<file path="config.mk">
export PLATFORM = sky130hd
export DESIGN_NAME = morse_decoder_flat
export DESIGN_NICKNAME = d
export VERILOG_FILES = /design/src/rtl/morse_pkg.sv /design/src/rtl/morse_decoder_if.sv /design/src/rtl/morse_slot_timer.sv /design/src/rtl/morse_decoder.sv /design/src/flat_wrapper.sv
export SDC_FILE = /design/constraint.sdc
export NUM_CORES = 1
export LEC_CHECK = 0
export BUFFER_PORTS_ARGS = -buffer_cell sky130_fd_sc_hd__buf_2
export CELL_PAD_IN_SITES_DETAIL_PLACEMENT = 1
export CELL_PAD_IN_SITES_GLOBAL_PLACEMENT = 1
export CORE_UTILIZATION = 43
export DETAILED_ROUTE_END_ITERATION = 6
export GPL_TIMING_DRIVEN = 1
export PLACE_DENSITY_LB_ADDON = 0.12
export SLEW_MARGIN = 10
export SYNTH_ARGS = -nofsm -noshare
export SYNTH_HDL_FRONTEND = slang
export SYNTH_SLANG_ARGS = --single-unit
</file>
<file path="constraint.sdc">
create_clock -name Clock1 -period 2 [get_ports Clock1]
set_input_delay 0.4 -clock Clock1 [delete_from_list [all_inputs] [get_ports Clock1]]
set_output_delay 0.4 -clock Clock1 [all_outputs]
set_load 0.05 [all_outputs]
</file>
<file path="src/rtl/morse_pkg.sv">
// Shared definitions for the Morse receiver: letter codes, element encodings,
// the pattern/length table used for matching, and the decoder state type.
package morse_pkg;

  localparam int TICK_DIV_DEF  = 250;
  localparam int MAX_ELEMS_DEF = 4;

  localparam logic [2:0] LTR_A = 3'd0;
  localparam logic [2:0] LTR_B = 3'd1;
  localparam logic [2:0] LTR_C = 3'd2;
  localparam logic [2:0] LTR_D = 3'd3;
  localparam logic [2:0] LTR_E = 3'd4;
  localparam logic [2:0] LTR_F = 3'd5;
  localparam logic [2:0] LTR_G = 3'd6;
  localparam logic [2:0] LTR_H = 3'd7;

  localparam logic DOT  = 1'b0;
  localparam logic DASH = 1'b1;

  // Entry i describes letter code i; patterns are right-aligned, first element highest.
  localparam logic [7:0][2:0] TBL_LEN = {3'd4, 3'd3, 3'd4, 3'd1, 3'd3, 3'd4, 3'd4, 3'd2};
  localparam logic [7:0][3:0] TBL_PAT = {4'b0000, 4'b0110, 4'b0010, 4'b0000,
                                         4'b0100, 4'b1010, 4'b1000, 4'b0001};

  typedef enum logic [1:0] {IDLE, MARK, SPACE, EMIT} state_t;

endpackage

</file>
<file path="src/rtl/morse_decoder_if.sv">
// Line-side and letter-side signals of the Morse receiver.
interface morse_decoder_if;
  logic       DotDashIn;
  logic [2:0] LetterOut;
  logic       LetterValid;
  logic       LetterError;
  logic       Busy;

  modport master (output DotDashIn, input LetterOut, LetterValid, LetterError, Busy);
  modport slave  (input DotDashIn, output LetterOut, LetterValid, LetterError, Busy);
endinterface

</file>
<file path="src/rtl/morse_slot_timer.sv">
// Slot down-counter: aligned half a slot after a mark edge so ticks land mid-slot.
module morse_slot_timer
  import morse_pkg::*;
#(
  parameter int TICK_DIV = TICK_DIV_DEF
) (
  input  logic Clock1,
  input  logic Reset1,
  input  logic align,
  input  logic run,
  output logic tick
);

  localparam int CW = (TICK_DIV > 2) ? $clog2(TICK_DIV) : 1;

  logic [CW-1:0] cnt_p0;

  always_ff @(posedge Clock1 or negedge Reset1) begin
    if (!Reset1) begin
      cnt_p0 <= '0;
    end else if (align) begin
      cnt_p0 <= CW'(TICK_DIV / 2 - 1);
    end else if (run) begin
      cnt_p0 <= (cnt_p0 == '0) ? CW'(TICK_DIV - 1) : cnt_p0 - CW'(1);
    end
  end

  assign tick = run && (cnt_p0 == '0);

endmodule

</file>
<file path="src/rtl/morse_decoder.sv">
// Morse receiver: measures mark/space run lengths in slots, rebuilds the element
// pattern and reports one valid or error pulse per letter.
module morse_decoder
  import morse_pkg::*;
#(
  parameter int TICK_DIV  = TICK_DIV_DEF,
  parameter int MAX_ELEMS = MAX_ELEMS_DEF
) (
  input logic            Clock1,
  input logic            Reset1,
  morse_decoder_if.slave bus
);

  localparam int EW = $clog2(MAX_ELEMS + 2);
  localparam int PW = MAX_ELEMS;

  logic          din_p0, din_s, din_d;
  state_t        state;
  logic [2:0]    run;
  logic [EW-1:0] elems;
  logic [PW-1:0] pattern;
  logic          err;
  logic [2:0]    letter_q;
  logic          valid_q, error_q;
  logic          align, tick;
  logic          hit;
  logic [2:0]    hit_code;

  function automatic logic [2:0] run_inc(input logic [2:0] r);
    return (r == 3'd7) ? r : r + 3'd1;
  endfunction

  function automatic logic [EW-1:0] elems_inc(input logic [EW-1:0] e);
    return (e == EW'(MAX_ELEMS + 1)) ? e : e + EW'(1);
  endfunction

  // Stage p0/s: two-flop synchroniser, then a delayed copy for edge detection
  always_ff @(posedge Clock1 or negedge Reset1) begin
    if (!Reset1) begin
      din_p0 <= 1'b0;
      din_s  <= 1'b0;
      din_d  <= 1'b0;
    end else begin
      din_p0 <= bus.DotDashIn;
      din_s  <= din_p0;
      din_d  <= din_s;
    end
  end

  assign align = (state == IDLE) && din_s && !din_d;

  morse_slot_timer #(.TICK_DIV(TICK_DIV)) u_timer (
    .Clock1 (Clock1),
    .Reset1 (Reset1),
    .align  (align),
    .run    (state != IDLE),
    .tick   (tick)
  );

  always_comb begin
    hit      = 1'b0;
    hit_code = 3'd0;
    for (int i = 0; i < 8; i++) begin
      if (elems == EW'(TBL_LEN[i]) && pattern == PW'(TBL_PAT[i])) begin
        hit      = 1'b1;
        hit_code = 3'(i);
      end
    end
  end

  // Pulses are raised on the transition into EMIT so they appear during the EMIT cycle
  always_ff @(posedge Clock1 or negedge Reset1) begin
    if (!Reset1) begin
      state    <= IDLE;
      run      <= 3'd0;
      elems    <= '0;
      pattern  <= '0;
      err      <= 1'b0;
      letter_q <= 3'd0;
      valid_q  <= 1'b0;
      error_q  <= 1'b0;
    end else begin
      valid_q <= 1'b0;
      error_q <= 1'b0;
      case (state)
        IDLE: begin
          if (din_s && !din_d) begin
            state   <= MARK;
            run     <= 3'd0;
            elems   <= '0;
            pattern <= '0;
            err     <= 1'b0;
          end
        end
        MARK: begin
          if (tick) begin
            if (din_s) begin
              run <= run_inc(run);
            end else begin
              if (run == 3'd1)      pattern <= {pattern[PW-2:0], DOT};
              else if (run == 3'd3) pattern <= {pattern[PW-2:0], DASH};
              else                  err <= 1'b1;
              if (elems >= EW'(MAX_ELEMS)) err <= 1'b1;
              elems <= elems_inc(elems);
              state <= SPACE;
              run   <= 3'd1;
            end
          end
        end
        SPACE: begin
          if (tick) begin
            if (din_s) begin
              state <= MARK;
              run   <= 3'd1;
            end else begin
              run <= run_inc(run);
              if (run == 3'd2) begin
                state <= EMIT;
                if (!err && hit) begin
                  letter_q <= hit_code;
                  valid_q  <= 1'b1;
                end else begin
                  error_q <= 1'b1;
                end
              end
            end
          end
        end
        default: state <= IDLE;
      endcase
    end
  end

  assign bus.LetterOut   = letter_q;
  assign bus.LetterValid = valid_q;
  assign bus.LetterError = error_q;
  assign bus.Busy        = (state != IDLE);

endmodule

</file>
<file path="src/flat_wrapper.sv">
// flat-port wrapper written by rule: the top's interface ports become plain ports
module morse_decoder_flat import morse_pkg::*;
#(
  parameter int TICK_DIV  = TICK_DIV_DEF,
  parameter int MAX_ELEMS = MAX_ELEMS_DEF
)
  (Clock1, Reset1, bus_DotDashIn, bus_LetterOut, bus_LetterValid, bus_LetterError, bus_Busy);
  morse_decoder_if bus_i ();
  input logic Clock1;
  input logic Reset1;
  input wire logic [$bits(bus_i.DotDashIn)-1:0] bus_DotDashIn;
  output wire logic [$bits(bus_i.LetterOut)-1:0] bus_LetterOut;
  output wire logic [$bits(bus_i.LetterValid)-1:0] bus_LetterValid;
  output wire logic [$bits(bus_i.LetterError)-1:0] bus_LetterError;
  output wire logic [$bits(bus_i.Busy)-1:0] bus_Busy;
  assign bus_i.DotDashIn = bus_DotDashIn;
  assign bus_LetterOut = bus_i.LetterOut;
  assign bus_LetterValid = bus_i.LetterValid;
  assign bus_LetterError = bus_i.LetterError;
  assign bus_Busy = bus_i.Busy;
  morse_decoder #(.TICK_DIV(TICK_DIV), .MAX_ELEMS(MAX_ELEMS)) u_core (.Clock1(Clock1), .Reset1(Reset1), .bus(bus_i));
endmodule
</file>
==> flow_metrics.env, run 1 <==
export IMPL_yosys_cell_types_count=43
export IMPL_p_per_area_nw_per_um2=1240
export IMPL_h_tree_depth=2
export IMPL_dr_pass1_iters=4
export IMPL_gp_congestion=0.871
export IMPL_wire_per_inst_um=18.2
export IMPL_final_max_slew_viol_count=0
export IMPL_arrival_ps=2080
export IMPL_avgSynthCellArea_sq_um=10.1
export IMPL_finalSetupViolCount=0
export IMPL_p_leak_nw=0.918
export IMPL_antenna_found_initial=0
export IMPL_grt_pass1_wl_um=7530
export IMPL_track_usage_pct=23.4
export IMPL_busiest_layer="met2"
export IMPL_critical_path_max_fanout=5
export IMPL_hold_viol_final=0
export IMPL_drc=0
export IMPL_drt_iter0_markers=80
export IMPL_multi_input_area_sq_um=1000
export IMPL_dpl_cell_area_sq_um=1900
export IMPL_hold_path_class="input pin to asynchronous set/reset pin"
export IMPL_core_sq_um=3770
export IMPL_drive_gt1_share_pct=22.4
export IMPL_ys_seq_area_share_pct=41.6
export IMPL_grt_max_degree=30
export IMPL_period_share_pct=95.7
export IMPL_hold_buffers=0
export IMPL_ff2ff_setup_slack_ps=90
export IMPL_slew_limit_headroom_pct=54.6
export IMPL_diodes=0
export IMPL_port_buffers=8
export IMPL_fin_area_sq_um=2070
export IMPL_dp_hpwl_um=3160
export IMPL_synth_seq_cells=29
export IMPL_ys_warnings_count=0
export IMPL_fin_cells=244
export IMPL_cts_tree="built"
export IMPL_synth_area_leaders="dfrtp_1 42%, ha_1 10%, a21oi_1 4.0%, inv_1 2.8%, mux2_2 2.6%"
export IMPL_path_clk_slew_ps=70
export IMPL_start_util_pct=46.3
export IMPL_grt_setup_unrepaired="false"
export IMPL_dr_total_vias=1408
export IMPL_critPathLaunchType="flop"
export IMPL_setup_tns_ps=0
export IMPL_syn_area_sq_um=1740
export IMPL_fp_row_count=22
export IMPL_cp_required_ps=2160
export IMPL_max_slew_worst_pin_slew_ps=682
export IMPL_gr_usage_met2_pct=40.2
export IMPL_fmax_mhz=522
export IMPL_clkLatencyLatePin_ps=280
export IMPL_crit_type="flop to flop"
export IMPL_cts_root_buf="clkbuf_8"
export IMPL_ant_nets=0
export IMPL_synth_edf_count=0
export IMPL_synth_top_area_share_pct=41.6
export IMPL_grt_pass1_vias=1558
export IMPL_dp_cells=235
export IMPL_use_met3_pct=5.03
export IMPL_synth_nets=190
export IMPL_syn_inst=173
export IMPL_drv_cap=0
export IMPL_fin_util_pct=54.9
export IMPL_vdd_drop_max_mv=0.647
export IMPL_avgViaCountPerCell=5.77
export IMPL_async_flop_share_pct=100
export IMPL_die_height_um=65.7
export IMPL_die_area_sq_um=4320
export IMPL_fillCellCount=424
export IMPL_holdWs_ps=154
export IMPL_area_sequential_sq_um=727
export IMPL_finClkSkew_ps=8.67
export IMPL_grt_remaining_overflow=0
export IMPL_io_pins=9
export IMPL_area_growth_pct=18.7
export IMPL_cts_buffer_depth=2
export IMPL_cts_sinks=29
export IMPL_numCtsBuffers=5
export IMPL_gr_usage_met1_pct=28.2
export IMPL_die_x_um=65.7
export IMPL_end_kind="flop"
export IMPL_yosys_most_used_dff="dfrtp_1"
export IMPL_min_period_ps=1910
export IMPL_netlist_top_cell_by_area="dfrtp_1"
export IMPL_routed_wl_um=4440
export IMPL_status="completed"
export IMPL_fin_nets=212
[flip-flops by register name (all words and copies together) (netlist names)]
register / count
u_core.u_timer.cnt_p0: 8
u_core.bus.LetterError: 1
u_core.bus.LetterOut: 3
u_core.run: 3
u_core.err: 1
u_core.pattern: 4
u_core.din_d: 1
u_core.state: 2
u_core.elems: 3
u_core.bus.LetterValid: 1
u_core.din_s: 1
u_core.din_p0: 1
[path summary, 6_finish.rpt]
check | cells past startpoint | end | start
max | 7 | u_core.bus.LetterOut[0] | u_core.state[1]
min | 1 | u_core.bus.LetterValid | Reset1
max reg2reg | 7 | u_core.bus.LetterOut[0] | u_core.state[1]
min reg2reg | 0 | u_core.din_s | u_core.din_p0
max in group asynchronous | 1 | u_core.elems[2] | Reset1
min in group Clock1 | 1 | u_core.din_p0 | bus_DotDashIn
[area by class of cell]
type | instances | share of cell area (%)
Sequential cell | 29 | 35.1
Timing Repair Buffer | 20 | 6.40
Clock buffer | 7 | 4.65
Multi-Input combinational cell | 126 | 48.3
Clock inverter | 1 | 0.242
Tap cell | 48 | 2.90
Inverter | 13 | 2.36
[power by group]
| group | total (mW) | switching [mW] | internal [mW] |
|---|---|---|---|
| Combinational | 1.15 | 0.643 | 0.507 |
| Sequential | 0.878 | 0.171 | 0.707 |
| Clock | 0.534 | 0.224 | 0.310 |
[cell usage after synthesis (4+ instances only)]
| library cell | n |
|---|---|
| a22o_1 | 4 |
| nand2_1 | 11 |
| dfrtp_1 | 29 |
| nand3_1 | 6 |
| ha_1 | 14 |
| a21oi_1 | 14 |
| o211ai_1 | 5 |
| o21ai_0 | 8 |
| mux2_2 | 4 |
| nor4bb_1 | 4 |
| nor2_1 | 9 |
| mux2i_1 | 4 |
| inv_1 | 13 |
[metal layers]
metal | part of all wire [%] | vias up
met1 | 43 | 708
met5 | 0 | -
met4 | 2.0 | 0
met2 | 52 | 22
li1 | - | 669
met3 | 2.9 | 9
[critical path, cell delays in order (launching register included)]
cell and delay [ps]:
dfrtp_1 370, inv_1 90, ha_2 210, nor4b_2 260, buf_4 180, nand4_4 130
nor3_4 200, mux2_2 360
[per-stage QoR]
step	setup WS, ps	power, mW
after global routing	2.01	2.75
after CTS	18.4	2.54
final	86.0	2.56
after detailed placement	-71.3	1.94
after floorplan	48.8	1.56
after global placement	46.0	1.85
[layout by cell type, fill, tap and decap left out, types with 5 or more instances in the layout]
cell type,n
dfrtp_1,28
a21oi_1,14
ha_1,13
buf_4,13
inv_1,12
nand2_1,11
nor2_1,9
o21ai_0,8
clkbuf_8,7
buf_2,7
nand3_1,6
o211ai_1,5
[cell families (layout without fill, tap and decap cells)]
| group | after synthesis | count (layout) | share of synthesized area, % |
|---|---|---|---|
| compound gates | 48 | 48 | 18.5 |
| xor+xnor | 4 | 4 | 2.01 |
| fa+ha+maj | 14 | 14 | 10.0 |
| buf+inv | 18 | 41 | 4.16 |
| flops | 29 | 29 | 41.6 |
| mux | 8 | 8 | 4.88 |
| simple gates | 52 | 52 | 18.8 |
[timing repair]
item,CTS,global route
setup endpoints to repair,3,9
buffers inserted,1,0
gates resized for setup,5,6
pin swaps,1,2
Note: power is estimated with default switching activity, not from simulation.
==> run 2, diff against run 1 <==
- SYNTH_HIERARCHICAL: default -> 1
==> run 2 against run 1 <==
  * The run now ends with setup timing left
  * Combinational power is 44% higher
  * Critical path type unchanged
  * Wire length up 8.8%
  * Global-route usage increased by 0.17 points
  * Final area increased by 14%
  * Largest power group unchanged
  * Worst hold slack got worse by 5.6 ps
  * Synthesized cell count increased by 9.8%
==> flow_metrics.env, run 2 <==
export IMPL_status="finished, violations left"
export IMPL_violations="setup timing"
export IMPL_final_max_slew_viol_count=0
export IMPL_start_util_pct=46.1
export IMPL_port_buffers=8
export IMPL_ys_warnings_count=6
export IMPL_setup_ws_ps=-14.3
export IMPL_drv_cap=0
export IMPL_slowest_delay_ps=390
export IMPL_die_height_um=68.6
export IMPL_core_sq_um=4140
export IMPL_drt_iter0_markers=51
export IMPL_dr_wl_met3_um=93
export IMPL_largest_reg_flops=8
export IMPL_wl_met2_um=2420
export IMPL_reg2reg_to="u_core/state[0]"
export IMPL_fin_cells=271
export IMPL_synth_nets=208
export IMPL_regMostFlops="u_core/u_timer/cnt_p0"
export IMPL_ant_nets=0
export IMPL_slew_limit_headroom_pct=55.7
export IMPL_grt_pass1_vias=1622
export IMPL_die_area_sq_um=4710
export IMPL_syn_area_sq_um=1910
export IMPL_largestRegisters="u_core/u_timer/cnt_p0 (8), u_core/pattern (4)"
export IMPL_crit_chain="inv_2 -> ha_4 -> or3b_4 -> nor2_4 -> nor3b_4 -> buf_6 -> a2bb2oi_4 -> mux2i_1"
export IMPL_crit_type="flop to flop"
export IMPL_drc=0
export IMPL_netlist_top_cell_by_area="dfrtp_1"
export IMPL_syn_inst=190
export IMPL_worst_path_max_delay_cell="dfrtp_1"
export IMPL_antenna_found_initial=0
export IMPL_cp_required_ps=2200
export IMPL_yosys_top_cells_count="29 x dfrtp_1, 18 x inv_1, 15 x ha_1, 14 x nand2_1, 11 x nor2_1"
export IMPL_ys_seq_area_share_pct=38.0
export IMPL_p_per_area_nw_per_um2=1290
export IMPL_ff2ff_setup_slack_ps=-10
export IMPL_arrival_ps=2220
export IMPL_period_share_pct=101
export IMPL_diodes=0
export IMPL_final_cell_mix="28 x dfrtp_1, 19 x buf_4, 13 x nand2_1, 13 x ha_1, 12 x inv_1"
export IMPL_critPathLaunchType="flop"
export IMPL_yosys_cell_types_count=64
export IMPL_fin_nets=239
export IMPL_die_x_um=68.6
export IMPL_dp_hpwl_um=3390
export IMPL_track_usage_pct=23.6
export IMPL_min_period_ps=2010
export IMPL_mostFrequentLayoutCell="dfrtp_1"
export IMPL_yosysMostFrequentCell="dfrtp_1"
export IMPL_m1WireLength_um=2240
export IMPL_numCtsBuffers=5
export IMPL_dr_pass1_iters=4
export IMPL_dr_total_vias=1584
export IMPL_r2r_cells=8
export IMPL_holdWs_ps=148
export IMPL_cts_sinks=29
export IMPL_drive_gt1_share_pct=33.9
export IMPL_hold_path_class="input pin to asynchronous set/reset pin"
export IMPL_area_growth_pct=23.6
export IMPL_grt_max_degree=30
export IMPL_reg2reg_from="u_core/u_timer/cnt_p0[0]"
export IMPL_fp_row_count=23
export IMPL_h_tree_depth=2
export IMPL_synth_edf_count=0
export IMPL_io_pins=9
export IMPL_yosys_most_used_dff="dfrtp_1"
export IMPL_dp_cells=258
export IMPL_critical_path_max_fanout=5
export IMPL_max_slew_worst_pin_slew_ps=665
export IMPL_avgSynthCellArea_sq_um=10.0
export IMPL_end_kind="flop"
export IMPL_clkLatencyLatePin_ps=280
export IMPL_routed_top_layer="met4"
export IMPL_async_flop_share_pct=100
export IMPL_p_leak_nw=1.01
export IMPL_synth_seq_cells=29
export IMPL_grt_setup_unrepaired="true"
export IMPL_synth_area_leaders="dfrtp_1 38%, ha_1 9.8%, mux2i_1 4.2%, inv_1 3.5%, nand2_1 2.8%"
export IMPL_grt_remaining_overflow=0
export IMPL_finClkSkew_ps=3.92
export IMPL_finalSetupViolCount=1
export IMPL_gp_congestion=0.846
export IMPL_pre_cts_slack_ps=-105
export IMPL_grt_pass1_wl_um=7900
export IMPL_cts_tree="built"
export IMPL_hold_viol_final=0
export IMPL_path_clk_slew_ps=60
export IMPL_routed_wl_um=4830
export IMPL_fmax_mhz=496
export IMPL_synth_top_area_share_pct=38.0
export IMPL_avgViaCountPerCell=5.85
export IMPL_hold_buffers=0
export IMPL_cts_root_buf="clkbuf_8"
export IMPL_vdd_drop_max_mv=0.807
export IMPL_wire_per_inst_um=17.8
export IMPL_cts_buffer_depth=2
run 2: layout make-up:
| class | count | area [sq um] |
|---|---|---|
| timing repair buffer | 30 | 219 |
| clock buffer | 7 | 86.3 |
| fill | 469 | 1780 |
| tap | 50 | 62.6 |
| inverter | 18 | 71.3 |
| sequential | 29 | 727 |
| multi-input combinational | 137 | 1190 |
run 2: worst max-delay path, delay by kind of cell (launching register included):
kind            cells  cell delay (ps)
simple gates        3              830
mux                 1              200
fa+ha+maj           1              130
buf+inv             2              230
compound gates      1              150
flops               1              390
run 2: how the worst max path moves through the flow:
stage               cells after the start                     start  slack [ps]                  endpoint
finish                                  8  u_core/u_timer/cnt_p0[0]         -10           u_core/state[0]
global route                            8  u_core/u_timer/cnt_p0[0]        -120           u_core/state[0]
CTS                                     8  u_core/u_timer/cnt_p0[0]           4           u_core/state[0]
detailed placement                      8  u_core/u_timer/cnt_p0[0]        -110           u_core/elems[0]
global placement                        8  u_core/u_timer/cnt_p0[0]         -20           u_core/elems[0]
floorplan                               8           u_core/state[0]         -90  u_core/u_timer/cnt_p0[5]
run 2: layer usage:
layer	up-vias	GRT usage [%]
li1	752	-
met1	808	29.3
met2	17	40.0
met3	7	4.11
met4	0	9.90
met5	-	0
run 2: cell families after synthesis:
group	count (synthesis)	synth area share [%]
muxes	9	4.78
and+or+nand+nor	59	19.6
DFF	29	38.0
buffers and inverters	24	5.77
adders and majority gates	15	9.83
AOI/OAI and AO/OA	53	21.6
xor gates and xnor gates	1	0.459
run 2: metrics by stage:
step	utilization [%]	TNS (ps)	total power [mW]	area [sq um]
global route	56.9	-600	3.26	2360
finish	56.9	-14.3	3.04	2360
global placement	51.6	-54.3	2.21	2140
CTS	55.0	0	2.90	2280
detailed placement	51.6	-914	2.31	2140
floorplan	-	-709	1.92	1970
run 2: where the power goes:
part | internal [mW] | switching, mW
Combinational | 0.792 | 0.866
Clock | 0.272 | 0.213
Sequential | 0.713 | 0.180
run 2: repair_timing:
item                                    CTS  global route
endpoints found under the setup margin   16            15
setup buffers                             5             1
pin swaps                                 2             6
cloned                                    0             0
endpoints found under the hold margin     0             0
gates resized for setup                   6            13
==> run 3, diff against run 2 <==
- CORE_MARGIN: default -> 1.5
- TNS_END_PERCENT: default -> 5
==> run 3 against run 2 <==
  * The flow now finishes without violations
  * Worst hold slack better by 8.8 ps
  * Global-route usage is 3.0 points lower
  * Final area is 0.16% higher
  * Clock power shrank 2%
  * Flip-flop and latch count unchanged
  * Die area increased by 2.9%
  * First-iteration DRC count up 29%
  * Largest power group unchanged
  * Sequential share of layout area is 0.10 points lower
  * Maximum frequency up 2.2%
==> flow_metrics.env, run 3 (synthesis gave the netlist of run 2 again) <==
export IMPL_cp_required_ps=2150
export IMPL_finClkSkew_ps=5.89
export IMPL_cts_root_buf="clkbuf_8"
export IMPL_largestRegisters="u_core/u_timer/cnt_p0 (8), u_core/pattern (4)"
export IMPL_hold_viol_final=0
export IMPL_drc=0
export IMPL_drive_gt1_share_pct=33.9
export IMPL_drt_iter0_markers=66
export IMPL_worst_path_max_delay_cell="dfrtp_1"
export IMPL_slew_limit_headroom_pct=53.8
export IMPL_grt_max_degree=30
export IMPL_vdd_drop_max_mv=0.941
export IMPL_avgViaCountPerCell=5.72
export IMPL_slowest_delay_ps=390
export IMPL_crit_type="flop to flop"
export IMPL_cts_sinks=29
export IMPL_dp_cells=260
export IMPL_grt_pass1_vias=1655
export IMPL_critPathBufInv=2
export IMPL_wire_per_inst_um=17.1
export IMPL_hold_path_class="input pin to asynchronous set/reset pin"
export IMPL_holdWs_ps=157
export IMPL_core_sq_um=4320
export IMPL_total_power_mw=2.99
export IMPL_diodes=0
export IMPL_start_util_pct=44.2
export IMPL_dr_total_vias=1597
export IMPL_io_pins=9
export IMPL_status="completed"
export IMPL_r2r_cells=8
export IMPL_finalSetupViolCount=0
export IMPL_cts_tree="built"
export IMPL_fp_row_count=24
export IMPL_port_buffers=8
export IMPL_gp_congestion=0.766
export IMPL_regMostFlops="u_core/u_timer/cnt_p0"
export IMPL_p_leak_nw=1.03
export IMPL_grt_pass1_wl_um=7900
export IMPL_routed_wl_um=4760
export IMPL_grt_remaining_overflow=0
export IMPL_path_delay_family="simple AND/OR/NAND/NOR gates"
export IMPL_fmax_mhz=508
export IMPL_min_period_ps=1970
export IMPL_fillCellCount=500
export IMPL_setup_tns_ps=0
export IMPL_fin_cells=279
export IMPL_numCtsBuffers=5
export IMPL_reg2reg_from="u_core/u_timer/cnt_p0[0]"
export IMPL_die_area_sq_um=4850
export IMPL_end_kind="flop"
export IMPL_path_clk_slew_ps=70
export IMPL_crit_chain="inv_2 -> ha_4 -> or3b_4 -> nor2_4 -> nor3b_4 -> buf_6 -> o22a_4 -> o221ai_1"
export IMPL_final_cell_mix="29 x dfrtp_1, 25 x buf_4, 13 x nand2_1"
export IMPL_mostFrequentLayoutCell="dfrtp_1"
export IMPL_track_usage_pct=20.6
export IMPL_final_max_slew_viol_count=0
export IMPL_die_height_um=69.6
export IMPL_max_slew_worst_pin_slew_ps=694
export IMPL_period_share_pct=98.5
export IMPL_ant_nets=0
export IMPL_drv_cap=0
export IMPL_area_growth_pct=23.8
export IMPL_grt_setup_unrepaired="true"
export IMPL_h_tree_depth=2
export IMPL_largest_reg_flops=8
export IMPL_critPathLaunchType="flop"
export IMPL_fin_nets=244
export IMPL_p_per_area_nw_per_um2=1260
export IMPL_hold_buffers=0
export IMPL_reg2reg_to="u_core/elems[0]"
export IMPL_antenna_found_initial=0
export IMPL_die_x_um=69.6
export IMPL_clkLatencyLatePin_ps=280
export IMPL_dr_pass1_iters=4
export IMPL_critical_path_max_fanout=5
export IMPL_dp_hpwl_um=3390
export IMPL_ff2ff_setup_slack_ps=30
export IMPL_cts_buffer_depth=2
export IMPL_arrival_ps=2120
## run 3: cell type report
cell class	count	area [sq um]	share of cell area [%]
multi-input cells	137	1170	49.4
flip-flops and latches	29	726	30.7
repair buffers	35	250	10.6
clock buffers	6	72.6	3.07
inverters	18	71.3	3.02
well taps	52	65.1	2.75
clock inverters	2	10.0	0.424
## run 3: metrics by stage
| stage | setup WS (ps) | instance area (sq um) | utilization (%) |
|---|---|---|---|
| global route | -76.3 | 2360 | 54.7 |
| finish | 29.9 | 2360 | 54.7 |
| global placement | -44.1 | 2140 | 49.5 |
| CTS | -0.263 | 2290 | 52.9 |
| floorplan | -91.5 | 1970 | - |
| detailed placement | -138 | 2140 | 49.5 |
## run 3: routing by layer
metal,routed length (um),global-route usage [%],vias to the layer above,share of wire [%]
li1,-,-,770,-
met1,2140,25.3,803,45
met2,2440,36.4,18,51
met3,122,4.51,6,2.6
met4,58,5.98,0,1.2
met5,0,0,-,0
## run 3: how the worst max path moves through the flow
stage,cells past startpoint,start,to,slack (ps)
after CTS,8,u_core/u_timer/cnt_p0[0],u_core/elems[0],-0.3
after detailed placement,8,u_core/u_timer/cnt_p0[0],u_core/elems[1],-140
after floorplan,8,u_core/state[0],u_core/u_timer/cnt_p0[5],-90
after global placement,8,u_core/u_timer/cnt_p0[0],u_core/elems[1],-40
final,8,u_core/u_timer/cnt_p0[0],u_core/elems[0],30
after global routing,8,u_core/u_timer/cnt_p0[1],u_core/run[0],-80
## run 3: what timing repair did
action / in CTS / in global routing
gates resized for setup: 7 / 5
setup endpoints to repair: 15 / 14
hold endpoints to repair: 0 / 0
setup buffers: 5 / 6
pin swaps: 3 / 4
## run 3: where the power goes
group / switching, mW / leakage [nW] / internal, mW
logic: 0.846 / 0.618 / 0.793
clock network: 0.234 / 0.0450 / 0.241
registers: 0.161 / 0.366 / 0.711
